### src/rtl/bcd_time_pkg.sv
// Shared BCD time-of-day layout (hh:mm:ss.mmm) for the countdown timer and stopwatch.
// Digit indices, per-digit limits, timer states and the preset clamp helper.
package bcd_time_pkg;

  localparam int DIG_W      = 4;
  localparam int NUM_DIGITS = 9;
  localparam int TIME_W     = DIG_W * NUM_DIGITS;

  localparam int DIG_MS1   = 0;
  localparam int DIG_MS10  = 1;
  localparam int DIG_MS100 = 2;
  localparam int DIG_S1    = 3;
  localparam int DIG_S10   = 4;
  localparam int DIG_M1    = 5;
  localparam int DIG_M10   = 6;
  localparam int DIG_H1    = 7;
  localparam int DIG_H10   = 8;

  localparam logic [DIG_W-1:0] MAX_DEC = 4'd9;
  localparam logic [DIG_W-1:0] MAX_SEX = 4'd5;

  typedef enum logic [1:0] {
    ST_IDLE    = 2'd0,
    ST_RUN     = 2'd1,
    ST_EXPIRED = 2'd2
  } timer_state_e;

  function automatic logic [DIG_W-1:0] digit_max(input int idx);
    logic [DIG_W-1:0] m;
    if ((idx == DIG_S10) || (idx == DIG_M10)) begin
      m = MAX_SEX;
    end else begin
      m = MAX_DEC;
    end
    return m;
  endfunction

  // Out-of-range digits saturate at their limit instead of being rejected.
  function automatic logic [TIME_W-1:0] clamp_bcd(input logic [TIME_W-1:0] v);
    logic [TIME_W-1:0] r;
    r = {TIME_W{1'b0}};
    for (int i = 0; i < NUM_DIGITS; i++) begin
      if (v[i*DIG_W +: DIG_W] > digit_max(i)) begin
        r[i*DIG_W +: DIG_W] = digit_max(i);
      end else begin
        r[i*DIG_W +: DIG_W] = v[i*DIG_W +: DIG_W];
      end
    end
    return r;
  endfunction

endpackage

### src/rtl/countdown_timer_if.sv
// Control and display bundle between the timer and its controller.
interface countdown_timer_if;
  import bcd_time_pkg::*;

  logic              load;
  logic [TIME_W-1:0] load_val;
  logic              start;
  logic              stop;
  logic [TIME_W-1:0] out_o;
  logic              running_o;
  logic              done_o;
  logic              expired_o;

  modport master (
    output load, load_val, start, stop,
    input  out_o, running_o, done_o, expired_o
  );

  modport slave (
    input  load, load_val, start, stop,
    output out_o, running_o, done_o, expired_o
  );

endinterface

### src/rtl/bcd_digit_dec.sv
// One BCD digit of a ripple-borrow decrementer; MAX is the value reloaded on borrow-through.
module bcd_digit_dec #(
  parameter logic [3:0] MAX = 4'd9
) (
  input  logic [3:0] digit,
  input  logic       borrow_in,
  output logic [3:0] next_digit,
  output logic       borrow_out
);

  // Decrement when borrowed from; a zero digit wraps to MAX and passes the borrow on.
  always_comb begin
    next_digit = digit;
    borrow_out = 1'b0;
    if (borrow_in) begin
      if (digit == 4'd0) begin
        next_digit = MAX;
        borrow_out = 1'b1;
      end else begin
        next_digit = digit - 4'd1;
        borrow_out = 1'b0;
      end
    end else begin
      next_digit = digit;
      borrow_out = 1'b0;
    end
  end

endmodule

### src/rtl/countdown_timer.sv
// BCD hh:mm:ss.mmm countdown timer: load a preset, decrement once per ms while running,
// flag expiry at zero.
module countdown_timer
  import bcd_time_pkg::*;
#(
  parameter int TICK_DIV = 100000
) (
  input  logic              clk_i,
  input  logic              resetn,
  countdown_timer_if.slave  bus
);

  localparam int PW = (TICK_DIV > 2) ? $clog2(TICK_DIV) : 1;
  localparam logic [PW-1:0] PRESC_LAST = PW'(TICK_DIV - 1);

  timer_state_e      state_r, state_nxt_s;
  logic [TIME_W-1:0] count_r, count_nxt_s, dec_val_s;
  logic [PW-1:0]     presc_r, presc_nxt_s;
  logic              running_r, done_r, expired_r;
  logic              running_nxt_s, done_nxt_s, expired_nxt_s;
  logic [NUM_DIGITS:0] borrow_s;
  logic              tick_s, underflow_s;

  assign borrow_s[0] = 1'b1;

  for (genvar g = 0; g < NUM_DIGITS; g++) begin : g_dig
    bcd_digit_dec #(
      .MAX (digit_max(g))
    ) u_dec (
      .digit      (count_r[g*DIG_W +: DIG_W]),
      .borrow_in  (borrow_s[g]),
      .next_digit (dec_val_s[g*DIG_W +: DIG_W]),
      .borrow_out (borrow_s[g+1])
    );
  end

  // A borrow out of the hours tens digit would mean counting below zero.
  assign underflow_s = borrow_s[NUM_DIGITS];
  assign tick_s      = (state_r == ST_RUN) && (presc_r == PRESC_LAST);

  // State, counter, prescaler and registered status flags.
  always_ff @(posedge clk_i) begin
    if (!resetn) begin
      state_r   <= ST_IDLE;
      count_r   <= {TIME_W{1'b0}};
      presc_r   <= {PW{1'b0}};
      running_r <= 1'b0;
      done_r    <= 1'b0;
      expired_r <= 1'b0;
    end else begin
      state_r   <= state_nxt_s;
      count_r   <= count_nxt_s;
      presc_r   <= presc_nxt_s;
      running_r <= running_nxt_s;
      done_r    <= done_nxt_s;
      expired_r <= expired_nxt_s;
    end
  end

  // Next state: load > stop > start > tick.
  always_comb begin
    state_nxt_s = state_r;
    count_nxt_s = count_r;
    presc_nxt_s = presc_r;
    if (bus.load) begin
      state_nxt_s = ST_IDLE;
      count_nxt_s = clamp_bcd(bus.load_val);
      presc_nxt_s = {PW{1'b0}};
    end else if (bus.stop && (state_r == ST_RUN)) begin
      state_nxt_s = ST_IDLE;
    end else if (bus.start && (state_r == ST_IDLE) && (count_r != {TIME_W{1'b0}})) begin
      state_nxt_s = ST_RUN;
      presc_nxt_s = {PW{1'b0}};
    end else if (state_r == ST_RUN) begin
      if (tick_s) begin
        presc_nxt_s = {PW{1'b0}};
        if ((dec_val_s == {TIME_W{1'b0}}) || underflow_s) begin
          state_nxt_s = ST_EXPIRED;
          count_nxt_s = {TIME_W{1'b0}};
        end else begin
          count_nxt_s = dec_val_s;
        end
      end else begin
        presc_nxt_s = presc_r + PW'(1);
      end
    end else begin
      state_nxt_s = state_r;
    end
  end

  // Status flags decoded from the upcoming state; done marks the RUN->EXPIRED edge.
  always_comb begin
    running_nxt_s = 1'b0;
    expired_nxt_s = 1'b0;
    done_nxt_s    = 1'b0;
    case (state_nxt_s)
      ST_RUN: begin
        running_nxt_s = 1'b1;
      end
      ST_EXPIRED: begin
        expired_nxt_s = 1'b1;
        done_nxt_s    = (state_r == ST_RUN);
      end
      default: begin
        running_nxt_s = 1'b0;
        expired_nxt_s = 1'b0;
        done_nxt_s    = 1'b0;
      end
    endcase
  end

  assign bus.out_o     = count_r;
  assign bus.running_o = running_r;
  assign bus.done_o    = done_r;
  assign bus.expired_o = expired_r;

endmodule

### src/flat_wrapper.sv
// flat-port wrapper written by rule: the top's interface ports become plain ports
module countdown_timer_flat import bcd_time_pkg::*;
#(
  parameter int TICK_DIV = 100000
)
  (clk_i, resetn, bus_load, bus_load_val, bus_start, bus_stop, bus_out_o, bus_running_o, bus_done_o, bus_expired_o);
  countdown_timer_if bus_i ();
  input  logic clk_i;
  input  logic resetn;
  input wire logic [$bits(bus_i.load)-1:0] bus_load;
  input wire logic [$bits(bus_i.load_val)-1:0] bus_load_val;
  input wire logic [$bits(bus_i.start)-1:0] bus_start;
  input wire logic [$bits(bus_i.stop)-1:0] bus_stop;
  output wire logic [$bits(bus_i.out_o)-1:0] bus_out_o;
  output wire logic [$bits(bus_i.running_o)-1:0] bus_running_o;
  output wire logic [$bits(bus_i.done_o)-1:0] bus_done_o;
  output wire logic [$bits(bus_i.expired_o)-1:0] bus_expired_o;
  assign bus_i.load = bus_load;
  assign bus_i.load_val = bus_load_val;
  assign bus_i.start = bus_start;
  assign bus_i.stop = bus_stop;
  assign bus_out_o = bus_i.out_o;
  assign bus_running_o = bus_i.running_o;
  assign bus_done_o = bus_i.done_o;
  assign bus_expired_o = bus_i.expired_o;
  countdown_timer #(.TICK_DIV(TICK_DIV)) u_core (.clk_i(clk_i), .resetn(resetn), .bus(bus_i));
endmodule
### config.mk
export PLATFORM = sky130hd
export DESIGN_NAME = countdown_timer_flat
export DESIGN_NICKNAME = d
export VERILOG_FILES = /design/src/rtl/bcd_time_pkg.sv /design/src/rtl/countdown_timer_if.sv /design/src/rtl/bcd_digit_dec.sv /design/src/rtl/countdown_timer.sv /design/src/flat_wrapper.sv
export SDC_FILE = /design/constraint.sdc
export NUM_CORES = 1
export LEC_CHECK = 0
export ABC_AREA = 1
export BUFFER_PORTS_ARGS = -buffer_cell sky130_fd_sc_hd__buf_2
export CORE_MARGIN = 2
export CORE_UTILIZATION = 47
export CTS_BUF_LIST = sky130_fd_sc_hd__clkbuf_16
export CTS_CLUSTER_SIZE = 30
export DETAILED_ROUTE_END_ITERATION = 8
export PLACE_DENSITY = 0.69
export REMOVE_ABC_BUFFERS = 1
export SLEW_MARGIN = 15
export SYNTH_ARGS = -nofsm -noshare
export SYNTH_HDL_FRONTEND = slang
export SYNTH_HIERARCHICAL = 1
export SYNTH_SLANG_ARGS = --single-unit
### constraint.sdc
create_clock -name clk_i -period 4.3 [get_ports clk_i]
set_clock_uncertainty 0.1 [all_clocks]
set_input_delay 0.645 -clock clk_i [delete_from_list [all_inputs] [get_ports clk_i]]
set_output_delay 0.645 -clock clk_i [all_outputs]
set_load 0.02 [all_outputs]
==> results.rst <==
.. list-table::
   :header-rows: 1

   * - Metric
     - Value
   * - Total number of cells along the worst setup path
     - 31
   * - Final WS setup
     - about 0.26 ns
   * - Seq/Total Area, Yosys
     - 26.7%
   * - Leftover overflow at the end of global routing
     - 0
   * - Count of hold-fix buffers inserted at cts
     - 0
   * - Final-layout fill cell count
     - roughly 900
   * - Number of standard-cell rows in the floorplan
     - 35
   * - Half-perimeter wire length of the detailed placement result
     - 8410 µm
   * - Fraction of layout instances using a drive strength above 1
     - 22.9%
   * - Inserted Diodes
     - 0
   * - Number of cells produced by synthesis
     - 723
   * - Number of top-level pins
     - 80
   * - Critical path launch point type
     - flip-flop
   * - Fraction of registers with async set or reset after synthesis
     - 0%
   * - Hold-critical path depth
     - 2
   * - Global-route wire length before repair
     - 20000 µm
   * - Reg clk slew, reported paths
     - 0.05 ns
   * - Synth warnings
     - 6
   * - Critical Path AT
     - ~4.2 ns
   * - Final-layout worst hold slack
     - roughly 0.40 ns
   * - Final period demand of the worst path
     - 4.04 ns
   * - Critical-path top delay cell
     - sky130_fd_sc_hd__dfxtp_4
   * - Master cell of the clock root buffer
     - sky130_fd_sc_hd__clkbuf_16
   * - Crit path capture type
     - flip-flop
   * - Final routed DRC violation total
     - 0
   * - Unique masters post-synth
     - 37
   * - Largest net degree at the start of global routing
     - 63
   * - Final WL
     - 12400 µm
   * - Worst supply voltage drop on vdd
     - about 220 µV
   * - WL per Instance
     - ~13 µm
   * - Peak Freq
     - roughly 250 MHz
   * - List of most frequent post-synthesis cells
     - 132 x sky130_fd_sc_hd__nand2_1, 126 x sky130_fd_sc_hd__nand3_1, 108 x sky130_fd_sc_hd__nor2_1
   * - Die Width
     - approximately 100 µm
   * - Crit Path Max Fanout
     - 10
   * - Most frequent cell after synthesis
     - sky130_fd_sc_hd__nand2_1
   * - Vias in the first global route
     - 4493
   * - Maximum count of clock buffers along a single path
     - 2
   * - Primary flip-flop cell chosen by synthesis mapping
     - sky130_fd_sc_hd__dfxtp_1
   * - TritonCTS clock tree
     - built
   * - Final-report max-slew violation count
     - 0
   * - Detailed Routing Iterations Pass 1
     - 5
   * - Final-report setup violation count
     - 0
   * - Final count of hold timing violations
     - 0
   * - Area of the core
     - 9110 µm²
   * - Port Buf Inserts
     - 79
   * - Largest cells by area after synthesis
     - sky130_fd_sc_hd__dfxtp_1 27%, sky130_fd_sc_hd__nand3_1 14%, sky130_fd_sc_hd__nand2_1 11%, sky130_fd_sc_hd__nor2_1 9.3%, sky130_fd_sc_hd__inv_1 8.0%
   * - Vertical extent of the die
     - 100 µm
   * - Total number of vias
     - ~5000
   * - # H-tree levels
     - 3
   * - Ratio of routed vias to standard cells
     - 5.38
   * - Total clock sinks
     - 58
   * - Unrepaired setup endpoints after global routing
     - yes
   * - Path type of the worst min-delay path
     - flip-flop to flip-flop
   * - Leakage power figure
     - 2.62 nW
   * - Relative slew slack
     - between 50 and 60%
   * - Number of flops mapped to enable cells by yosys
     - 0
   * - Area added between synthesis and finish
     - 23.4%
   * - Buffers & Inverters on Critical Path
     - 3
   * - Combined area of all synthesized cells
     - roughly 4400 µm²
   * - Share of Yosys cell area claimed by the top area cell type
     - 26.7%
   * - Total power per unit cell area
     - 307 nW/µm²
   * - Number of synthesized register bits
     - 58
   * - Number of max-capacitance violations reported
     - 0
   * - Initial antenna violation count
     - 0
   * - Area occupied by multi-input gates
     - 2720 µm²
   * - Initial standard-cell utilization of the core
     - between 40% and 50%
   * - Biggest area consumer among synthesized cells
     - sky130_fd_sc_hd__dfxtp_1
   * - Number of routed nets with antenna violations
     - 0
   * - Placer's final routability congestion estimate
     - between 0.9 and 1
   * - Reg area
     - approximately 1200 µm²
   * - CP Class
     - flip-flop to flip-flop
   * - Area enclosed by the die boundary
     - 10000 µm²
   * - Number of buffers created by CTS
     - 9
   * - Family with the most delay on the worst path
     - simple AND/OR/NAND/NOR gates
   * - Outcome
     - finished, final reports clean
   * - Nets
     - ~850
   * - Pwr Total
     - approximately 1.6 mW
   * - Latest clock arrival within the worst-skew pair
     - 0.33 ns
   * - Violation count after the first detailed-route iteration
     - between 200 and 250
   * - Slew at the pin closest to its max-slew limit
     - 0.651 ns
   * - Worst slack at placement
     - around 0.047 ns
   * - Worst Reg2Reg Path Length in Cells
     - 31
   * - Post-Syn Area per Cell
     - 6.02 µm²
   * - Tcrit/Tclk final
     - approximately 94%
   * - Data required time at the worst endpoint
     - 4.42 ns
   * - Largest stage delay on the critical path
     - 0.36 ns
   * - Overall fraction of global-route tracks in use
     - 24.3%
## logic make-up (layout without fill, tap and decap cells)
| logic type | Yosys count | in the layout | share of synthesized area [%] |
|---|---|---|---|
| buf+inv | 145 | 235 | 13.8 |
| xor+xnor | 18 | 18 | 3.62 |
| simple gates | 435 | 435 | 47.1 |
| flops | 58 | 58 | 26.7 |
| fa+ha+maj | 1 | 1 | 0.288 |
| other cells | 1 | 4 | 0.0862 |
| compound gates | 65 | 65 | 8.46 |
## metrics by stage
| step | TNS [ns] | std cells | util (%) | cell area (µm²) |
|---|---|---|---|---|
| final | 0 | 927 | 59.0 | 5370 |
| after global routing | -3.56 | 927 | 59.0 | 5370 |
| after CTS | 0 | 914 | 56.0 | 5100 |
| after detailed placement | 0 | 898 | 52.7 | 4800 |
| after global placement | 0 | 898 | 52.7 | 4800 |
| after floorplan | -10.12 | 700 | - | 4210 |
## layout by cell type, fill, tap and decap left out, drive strengths merged
master | synthesis | layout
nand2 | 135 | 135
nand3 | 135 | 135
nor2 | 122 | 122
inv | 117 | 119
buf | 18 | 99
dfxtp | 58 | 58
a21oi | 27 | 27
o21ai | 26 | 26
nand4 | 23 | 23
xor2 | 18 | 18
or2 | 13 | 13
clkbuf | 8 | 10
o211ai | 7 | 7
clkinv | 2 | 5
nor3 | 5 | 5
conb | 1 | 4
o21bai | 2 | 2
bufinv | 0 | 1
clkinvlp | 0 | 1
nor4 | 1 | 1
nand3b | 1 | 1
o2111ai | 1 | 1
a31oi | 1 | 1
a211o | 1 | 1
ha | 1 | 1
## sequential cells by signal, summed over array words and instances, names as in the netlist
register              flops
u_core/bus.running_o      1
u_core/state_r            2
u_core/bus.out_o         36
u_core/bus.expired_o      1
u_core/bus.done_o         1
u_core/presc_r           17
## tightest hold or removal path: stages, from the launching register on
cell and delay, ns:
sky130_fd_sc_hd__dfxtp_1 0.32, sky130_fd_sc_hd__nand2_1 0.07, sky130_fd_sc_hd__a21oi_1 0.06
## report_power, final
group	leakage [nW]	total, mW	switching (mW)	internal, mW
registers	0.477	0.597	0.0341	0.562
clock network	0.143	0.707	0.261	0.447
logic	2.00	0.344	0.222	0.122
total	2.62	1.65	0.517	1.13
## worst paths after layout
kind	startpoint	end	slack [ns]
setup / recovery	u_core/bus.out_o[0]	u_core/bus.out_o[24]	0.26
setup reg to reg	u_core/bus.out_o[0]	u_core/bus.out_o[24]	0.26
hold reg to reg	u_core/presc_r[1]	u_core/presc_r[1]	0.40
hold / removal	u_core/presc_r[1]	u_core/presc_r[1]	0.40
## routing by layer
| metal | vias to the layer above | track usage, % | part of all wire, % |
|---|---|---|---|
| met2 | 167 | 42.5 | 48 |
| met4 | 0 | 9.69 | 2.8 |
| met1 | 2297 | 29.5 | 43 |
| met3 | 33 | 4.04 | 5.6 |
| li1 | 2486 | - | - |
| met5 | - | 0 | 0 |
## final cells by class
type / count / share of cell area (%)
well taps: 111 / 2.59
flip-flops and latches: 58 / 21.8
multi-input cells: 523 / 50.6
clock buffers: 9 / 4.19
clock inverters: 7 / 1.28
inverters: 119 / 8.48
repair buffers: 100 / 11.1
## repair_timing
item / in CTS / in global routing
setup endpoints to repair: 0 / 41
endpoints found under the hold margin: 0 / 0
buffers inserted: 0 / 12
gates resized for setup: 0 / 39
Note: power is estimated with default switching activity, not from simulation.
